**src/rtl/control_sequencer.sv**
```systemverilog
// control_sequencer: one-hot T-step sequencer with stall, stop, HALT/resume and optional
// interrupt entry (INT0/INT1), enabled by defining CTRL_INTR_EN.
module control_sequencer #(
    parameter int DATA_WIDTH = 32,
    parameter int STEP_COUNT = 8
) (
    input  logic                  clk,
    input  logic                  reset,
    input  logic                  stop,
    input  logic                  stall,
    input  logic                  resume,
    input  logic [DATA_WIDTH-1:0] IR,
    input  logic                  int_req,
    input  logic                  int_mask,
    output logic [STEP_COUNT-1:0] step,
    output logic [1:0]            int_seq,
    output logic                  run,
    output logic                  clear,
    output logic                  halted,
    output logic                  int_ack,
    output logic                  instr_done
);
    localparam int IW = $clog2(STEP_COUNT);
    localparam logic [4:0] OP_HALT = 5'b11011;

    typedef enum logic [2:0] {CLR, EXEC, INT0, INT1, HALTED} state_t;

    state_t        state, nstate;
    logic [IW-1:0] idx, nidx, last;
    logic [4:0]    opcode;
    logic          irq, at_last, unused_ir;

    assign opcode    = IR[DATA_WIDTH-1 -: 5];
    assign unused_ir = ^IR[DATA_WIDTH-6:0];

`ifdef CTRL_INTR_EN
    assign irq = int_req & ~int_mask;
`else
    logic unused_int;
    assign irq        = 1'b0;
    assign unused_int = int_req ^ int_mask;
`endif

    // Last T-step of each opcode; fetch (T0-T2) always runs in full.
    always_comb begin
        last = IW'(5);
        case (opcode)
            5'b00000, 5'b00010:                                     last = IW'(7);
            5'b01111, 5'b10000, 5'b10011:                           last = IW'(6);
            5'b10001, 5'b10010, 5'b10101:                           last = IW'(4);
            5'b10100, 5'b10110, 5'b10111, 5'b11000, 5'b11001, 5'b11011: last = IW'(3);
            5'b11010, 5'b11100, 5'b11101, 5'b11110, 5'b11111:       last = IW'(2);
            default:                                                last = IW'(5);
        endcase
    end

    assign at_last    = state == EXEC && idx == last;
    assign instr_done = at_last && !stall && !stop;
    assign clear      = state == CLR;
    assign int_ack    = state == INT0;

    // stop outranks stall, which outranks advancing
    always_comb begin
        nstate = state;
        nidx   = idx;
        if (!stop) begin
            case (state)
                CLR: begin
                    nstate = EXEC;
                    nidx   = '0;
                end
                EXEC: if (!stall) begin
                    if (!at_last) nidx = idx + 1'b1;
                    else if (opcode == OP_HALT) nstate = HALTED;
                    else begin
                        nstate = irq ? INT0 : EXEC;
                        nidx   = '0;
                    end
                end
                INT0: if (!stall) nstate = INT1;
                INT1: if (!stall) begin
                    nstate = EXEC;
                    nidx   = '0;
                end
                HALTED: if (irq) nstate = INT0;
                    else if (resume) begin
                        nstate = EXEC;
                        nidx   = '0;
                    end
                default: nstate = CLR;
            endcase
        end
    end

    always_ff @(posedge clk or negedge reset) begin
        if (!reset) begin
            state   <= CLR;
            idx     <= '0;
            step    <= '0;
            int_seq <= '0;
            run     <= 1'b0;
            halted  <= 1'b0;
        end else begin
            state   <= nstate;
            idx     <= nidx;
            step    <= (nstate == EXEC) ? STEP_COUNT'(1) << nidx : '0;
            int_seq <= {nstate == INT1, nstate == INT0};
            run     <= !stop && (nstate inside {EXEC, INT0, INT1});
            halted  <= nstate == HALTED;
        end
    end
endmodule

```
**config.mk**
```make
export PLATFORM = sky130hd
export DESIGN_NAME = control_sequencer
export DESIGN_NICKNAME = d
export VERILOG_FILES = /design/src/rtl/control_sequencer.sv
export SDC_FILE = /design/constraint.sdc
export NUM_CORES = 1
export LEC_CHECK = 0
export ABC_AREA = 1
export CORE_ASPECT_RATIO = 2
export CORE_MARGIN = 4
export CORE_UTILIZATION = 44
export DETAILED_ROUTE_END_ITERATION = 10
export PLACE_DENSITY = 0.88
export SETUP_SLACK_MARGIN = 0.2
export SLEW_MARGIN = 20
export SYNTH_ARGS = -nofsm -noshare
export SYNTH_HDL_FRONTEND = slang
export SYNTH_SLANG_ARGS = --single-unit
```
**constraint.sdc**
```tcl
create_clock -name clk -period 4.15 [get_ports clk]
set_input_delay 0.415 -clock clk [delete_from_list [all_inputs] [get_ports clk]]
set_output_delay 0.415 -clock clk [all_outputs]
set_load 0.02 [all_outputs]
```
==> summary.txt, run 1 <==
Timing
  – Tmin final: 3.00 ns
  – Fmax: 334 MHz
  – Least-Margin Pin Slew: between 0.7 and 0.8 ns
  – Setup TNS: 0 ns
  – Worst relative slew slack: 0.501
  – Slew Limit Fails: 0
  – # setup viols final: 0
  – RSZ-0062 raised after global routing: false
  – Period Utilization, post-route: 0.722
  – Final Skew: 0.00200 ns
  – Fin. Hold Viols: 0

Die
  – Initial Util: 0.460
  – Core ar.: 2770 um^2
  – Die area: about 3900 um^2
  – Boundary pin count: 54
  – Row cnt: 27
  – Die W: 46.0 um
  – Chip height: about 84 um

Logic synthesis
  – Post-Syn Area: between 1000 and 1500 um^2
  – Sequential fraction of the synthesis area: 0.354
  – Mapped Avg Cell Area: between 7 and 8 um^2
  – Synth warn: 0
  – Syn nets: between 200 and 250
  – Post-synthesis cell type count: 27
  – Synth Instances: 163
  – Yosys reg bits: 18

Detailed routing
  – Routed WL: 2.50 mm
  – Final ANT Viol Nets: 0
  – Detailed-router iteration count before antenna repair: 4
  – Mean routed wirelength per cell: ~11 um
  – 1st-iter DRT viols: 37
  – Via count: about 1100
  – Vias per cell: between 5 and 6
  – DRC violations left: 0

Critical path
  – Crit path capture type: output port
  – Kind of launch point of the worst setup path: input port
  – Crit Path Category: in -> out
  – Worst Path Required: 3.73 ns
  – Worst path max stage delay: 0.61 ns
  – Slowest-stage cell, CP: clkdlybuf4s50_1
  – Cells along the critical path: clkdlybuf4s50_1 -> inv_1 -> ha_1 -> nand2_1 -> nand3_1 -> nand2_1 -> nand2_2 -> nand2_2 -> nand3_2 -> nor2_1 -> clkdlybuf4s50_1
  – Reg2reg path depth: 11
  – Crit-path leading delay family: buffers and inverters
  – Worst Path Buf+Inv: 3
  – Worst path depth: 11
  – Crit-path max FO: 4
  – Worst path arrival time: roughly 2.6 ns

Clock network
  – CTS tree: done
  – Clk_lat worst skew: 0.25 ns
  – CTS H-tree depth: 1
  – Clock transition at path regs: 0.06 ns
  – Num CTS Buffers: 3
  – Cts hold-fix bufs: 0
  – CTS resizes: 0
  – Setup bufs post-CTS: 0
  – Clock buffer depth: 2
  – CTS root buffer: clkbuf_8
  – Clk sinks: 18

Global route
  – First-pass GRT wire length: roughly 4.3 mm
  – Largest net degree at the start of global routing: 19
  – Total global-route track usage: 0.145
  – Number of global-route vias before repair: 1161
  – Gr ovfl total: 0
  – Antenna violations before repair: 0

Layout
  – Layout Nets: between 200 and 250
  – Commonest non-fill, non-tap cell in the layout: nand2_1
  – Area Overhead vs Synth: 25.0%
  – Commonest non-fill, non-tap cells in the layout: nand2_1, clkdlybuf4s50_1, inv_1
  – Ant. Diodes: 0
  – Layout cells sized above 1: 0.221

Pwr
  – Internal power: just under 400 uW
  – Power Density: just under 400 nW/um^2
  – LEAKAGE: 0.000774 uW
  – Combinational share of power: 0.438
  – Peak supply drop: a little over 0.3 mV
  – Sequential power share: 0.346
  – Clock power share: 0.217
  – Sw power: ~240 uW
  – Switch share: 0.384
  – Tot Pwr: 629 uW

Flow run
  – Max cap viols: 0

Outcome
  – Outcome: finished clean

Placed design
  – Port bufs: 24
  – DP HPWL: between 2 and 2.5 mm
  – Routability congestion estimate: approximately 0.81

Min path
  – Min-Delay Path Class: in -> async
## logic make-up after synthesis
family                   Yosys count  share of synthesized area
AO/OA/AOI/OAI                      9                     0.0501
buffers and inverters             25                     0.0815
flip-flops                        18                      0.354
adder cells (fa/ha/maj)            5                     0.0491
AND/OR/NAND/NOR                  106                      0.466
## worst reg2reg max path, stage by stage (launching register included)
cell and delay (ns):
dfrtp_1 0.45, inv_1 0.10, nand2_1 0.11, nand2_1 0.09, inv_1 0.06, nor4_1 0.36, inv_1 0.12, nand2_1 0.12
nand2_2 0.11, inv_1 0.11, nand2_1 0.08, nor2_2 0.10
## layout make-up
| cell class | instances | area (um^2) |
|---|---|---|
| fillers | 261 | 1180 |
| multi-input cells | 120 | 719 |
| flip-flops and latches | 18 | 450 |
| repair buffers | 24 | 240 |
| inverters | 24 | 90.1 |
| clock buffers | 4 | 55.1 |
| well taps | 29 | 36.3 |
## final timing paths
check,from,to,slack [ns]
max,IR[27],instr_done,1.15
min,reset,int_seq[1],0.61
max reg2reg,state[1],step[2],2.29
min reg2reg,idx[2],step[3],0.64
max in group asynchronous,reset,step[4],3.07
min in group clk,idx[2],step[3],0.64
## flip-flops by register name (all words and copies together) (netlist names)
| register | flops |
|---|---|
| state | 3 |
| step | 8 |
| run | 1 |
| idx | 3 |
| int_seq | 2 |
| halted | 1 |
## metrics by stage
stage | instance area (um^2) | setup slack [ns] | std cells | hold slack, ns | utilization
finish | 1590 | 1.15 | 219 | 0.609 | 0.575
CTS | 1590 | 1.11 | 219 | 0.633 | 0.575
global route | 1590 | 0.969 | 219 | 0.675 | 0.575
floorplan | 1270 | 2.22 | 163 | 0.119 | -
detailed placement | 1540 | 1.12 | 215 | 0.621 | 0.555
global placement | 1540 | 1.15 | 215 | 0.616 | 0.555
## synthesized netlist by cell type
cell type,number,area share
nor2_2,5,0.025
nor2_8,1,0.016
nor3_1,2,0.0079
nand4_1,2,0.0098
o21ai_2,1,0.0069
inv_1,21,0.062
nor3_2,1,0.0079
nand2_2,13,0.064
inv_2,3,0.0088
o21bai_4,1,0.015
o21ai_1,1,0.0039
dfrtp_1,18,0.35
or2_2,2,0.0098
nand4_4,1,0.017
a31oi_1,1,0.0049
nor2_4,1,0.0088
nand2_4,5,0.044
nand3_2,3,0.024
nand2_1,34,0.10
o21ai_0,2,0.0079
a21oi_1,3,0.012
nor2_1,20,0.059
nor4_1,1,0.0049
nand3_1,14,0.055
nand3_4,1,0.014
clkbuf_8,1,0.011
ha_1,5,0.049
## per-layer routing
layer	up-vias	part of all wire	track usage
li1	561	-	-
met1	516	0.35	0.134
met2	19	0.61	0.281
met3	5	0.022	0.0151
met4	0	0.018	0.0622
met5	-	0	0
## power by group through the flow
| stage | registers (uW) | logic (uW) | clock network (uW) |
|---|---|---|---|
| 2_1_floorplan | 233 | 189 | 0 |
| 3_3_place_gp | 220 | 270 | 0 |
| 3_5_place_dp | 220 | 277 | 0 |
| 4_1_cts | 218 | 278 | 140 |
| 5_1_grt | 221 | 305 | 149 |
| 6_report | 218 | 275 | 136 |
Power figures use the tool's default switching activity.
==> run 2: changes to the inputs <==
- CORE_UTILIZATION: 44 -> 42
- PLACE_DENSITY: 0.88 -> 0.84
- clock period: 4.15 -> 3 ns (I/O delays scaled with it)
==> run 2 against run 1 <==
Compared with the run above:
- core utilization decreased by 3.4 points
- clock power is 38% higher
- first-iteration DRC count fell by 43%
- final cell count up 0.46%
- largest cell class unchanged
- highest routed layer unchanged
==> summary.txt, run 2 (synthesis results as in run 1) <==
Outcome
  – Outcome: finished clean

Clock network
  – CTS H-tree depth: 1
  – Cts hold-fix bufs: 0
  – Num CTS Buffers: 3
  – Clock transition at path regs: approximately 0.060 ns
  – CTS tree: done
  – CTS root buffer: clkbuf_8
  – Clk sinks: 18
  – Clk_lat worst skew: 0.24 ns
  – CTS resizes: 1
  – Clock buffer depth: 2
  – Setup bufs post-CTS: 0

Detailed routing
  – Mean routed wirelength per cell: about 12 um
  – Routed WL: between 2 and 3 mm
  – Vias per cell: about 5
  – Final ANT Viol Nets: 0
  – 1st-iter DRT viols: 21
  – DRC violations left: 0
  – Via count: 1105
  – Detailed-router iteration count before antenna repair: 4

Layout
  – Combined area of the multi-input logic cells: slightly above 700 um^2
  – Area Overhead vs Synth: 25.0%
  – Biggest regs: step (8), idx (3), state (3)
  – Number of flip-flops in the largest register: 8
  – Layout Cells excl Fill: between 200 and 250
  – Layout Nets: roughly 240
  – Commonest non-fill, non-tap cell in the layout: nand2_1
  – Layout fillers: 286
  – Finished Core Util: 0.541
  – Largest Register: step
  – Commonest non-fill, non-tap cells in the layout: nand2_1, clkdlybuf4s50_1, inv_1
  – Layout cells sized above 1: 0.221
  – Reg area: approximately 450 um^2
  – Ant. Diodes: 0

Critical path
  – Cells along the critical path: clkdlybuf4s50_1 -> inv_1 -> ha_1 -> o21ai_1 -> nand2_2 -> nand3_1 -> nand2_4 -> nor2_8 -> nand3_2 -> nor2_1 -> dlygate4sd2_1
  – Worst Path Buf+Inv: 3
  – Worst path depth: 11
  – Reg-to-reg endpoint: step[2]
  – Crit Path Category: in -> out
  – Worst r2r src: state[1]
  – Crit path capture: instr_done
  – Crit-path leading delay family: buffers and inverters
  – Worst path arrival time: around 2.2 ns
  – R2R Setup Slk: around 1.1 ns
  – Worst Path Required: approximately 2.7 ns
  – Kind of launch point of the worst setup path: input port
  – Crit path capture type: output port
  – Reg2reg path depth: 11
  – Worst path max stage delay: roughly 0.54 ns
  – Slowest-stage cell, CP: clkdlybuf4s50_1
  – Crit-path max FO: 4
  – Critical path startpoint: IR[27]

Global route
  – Largest net degree at the start of global routing: 19
  – Gr ovfl total: 0
  – First-pass GRT wire length: 4.64 mm
  – Total global-route track usage: 0.152
  – Antenna violations before repair: 0
  – Number of global-route vias before repair: approximately 1200

Timing
  – Final Skew: approximately 0.0033 ns
  – Slew Limit Fails: 0
  – # setup viols final: 0
  – Least-Margin Pin Slew: around 0.8 ns
  – Tmin final: 2.52 ns
  – Fmax: 397 MHz
  – Worst relative slew slack: 0.480
  – Period Utilization, post-route: 0.840
  – Fin. Hold Viols: 0
  – Setup TNS: 0 ns
  – RSZ-0062 raised after global routing: false

Pwr
  – LEAKAGE: between 0.0007 and 0.0008 uW
  – Sw power: ~340 uW
  – Peak supply drop: between 0.4 and 0.5 mV
  – Power Density: 549 nW/um^2
  – Switch share: 0.387
  – Internal power: around 540 uW
  – Combinational share of power: 0.440
  – Clock power share: 0.215
  – Sequential power share: 0.345

Placed design
  – Routability congestion estimate: a little under 0.9
  – Dpl cells: 216
  – DP HPWL: around 2.2 mm
  – Port bufs: 24

Die
  – Die W: ~47 um
  – Chip height: 85.9 um
  – Boundary pin count: 54
  – Core ar.: ~2900 um^2
  – Row cnt: 28
  – Initial Util: 0.433
  – Die area: about 4000 um^2

Min path
  – Min-Delay Path Class: in -> async

Flow run
  – Max cap viols: 0
==> run 2: through the flow <==
step	cell area, um^2	hold slack (ns)	total power, uW	setup slack [ns]
after floorplan	1270	0.00441	583	1.29
after global routing	1590	0.591	937	0.356
after CTS	1590	0.526	881	0.467
final	1590	0.506	873	0.480
after global placement	1540	0.608	679	0.232
after detailed placement	1540	0.629	691	0.202
==> run 2: worst register-to-register path: cells and delay by family (launching register included) <==
| kind | cells | cell delay [ns] |
|---|---|---|
| buffers and inverters | 4 | 0.39 |
| DFF | 1 | 0.45 |
| and+or+nand+nor | 7 | 0.99 |
==> run 2: power groups by stage <==
stage,registers (uW),logic [uW],clock network (uW)
floorplan,322,261,0
global placement,304,375,0
detailed placement,305,386,0
CTS,302,388,191
global route,305,430,201
finish,301,384,188
==> run 2: layer usage <==
layer	track usage	up-vias	wire length (um)
li1	-	564	-
met1	0.149	527	935
met2	0.289	12	1580
met3	0.0168	2	57
met4	0.0680	0	27
met5	0	-	0
==> run 2: final cells by class <==
type,count,area share
inverters,24,0.0566
multi-input cells,120,0.452
repair buffers,24,0.150
flip-flops and latches,18,0.283
clock buffers,4,0.0346
well taps,30,0.0236
==> run 2: worst min-delay path by stage <==
stage | from | end | slack [ns]
2_1_floorplan | reset | halted | 0.004
3_3_place_gp | idx[2] | step[3] | 0.61
3_5_place_dp | idx[2] | step[3] | 0.63
4_1_cts | reset | step[6] | 0.53
5_1_grt | reset | step[6] | 0.59
6_report | reset | step[6] | 0.51
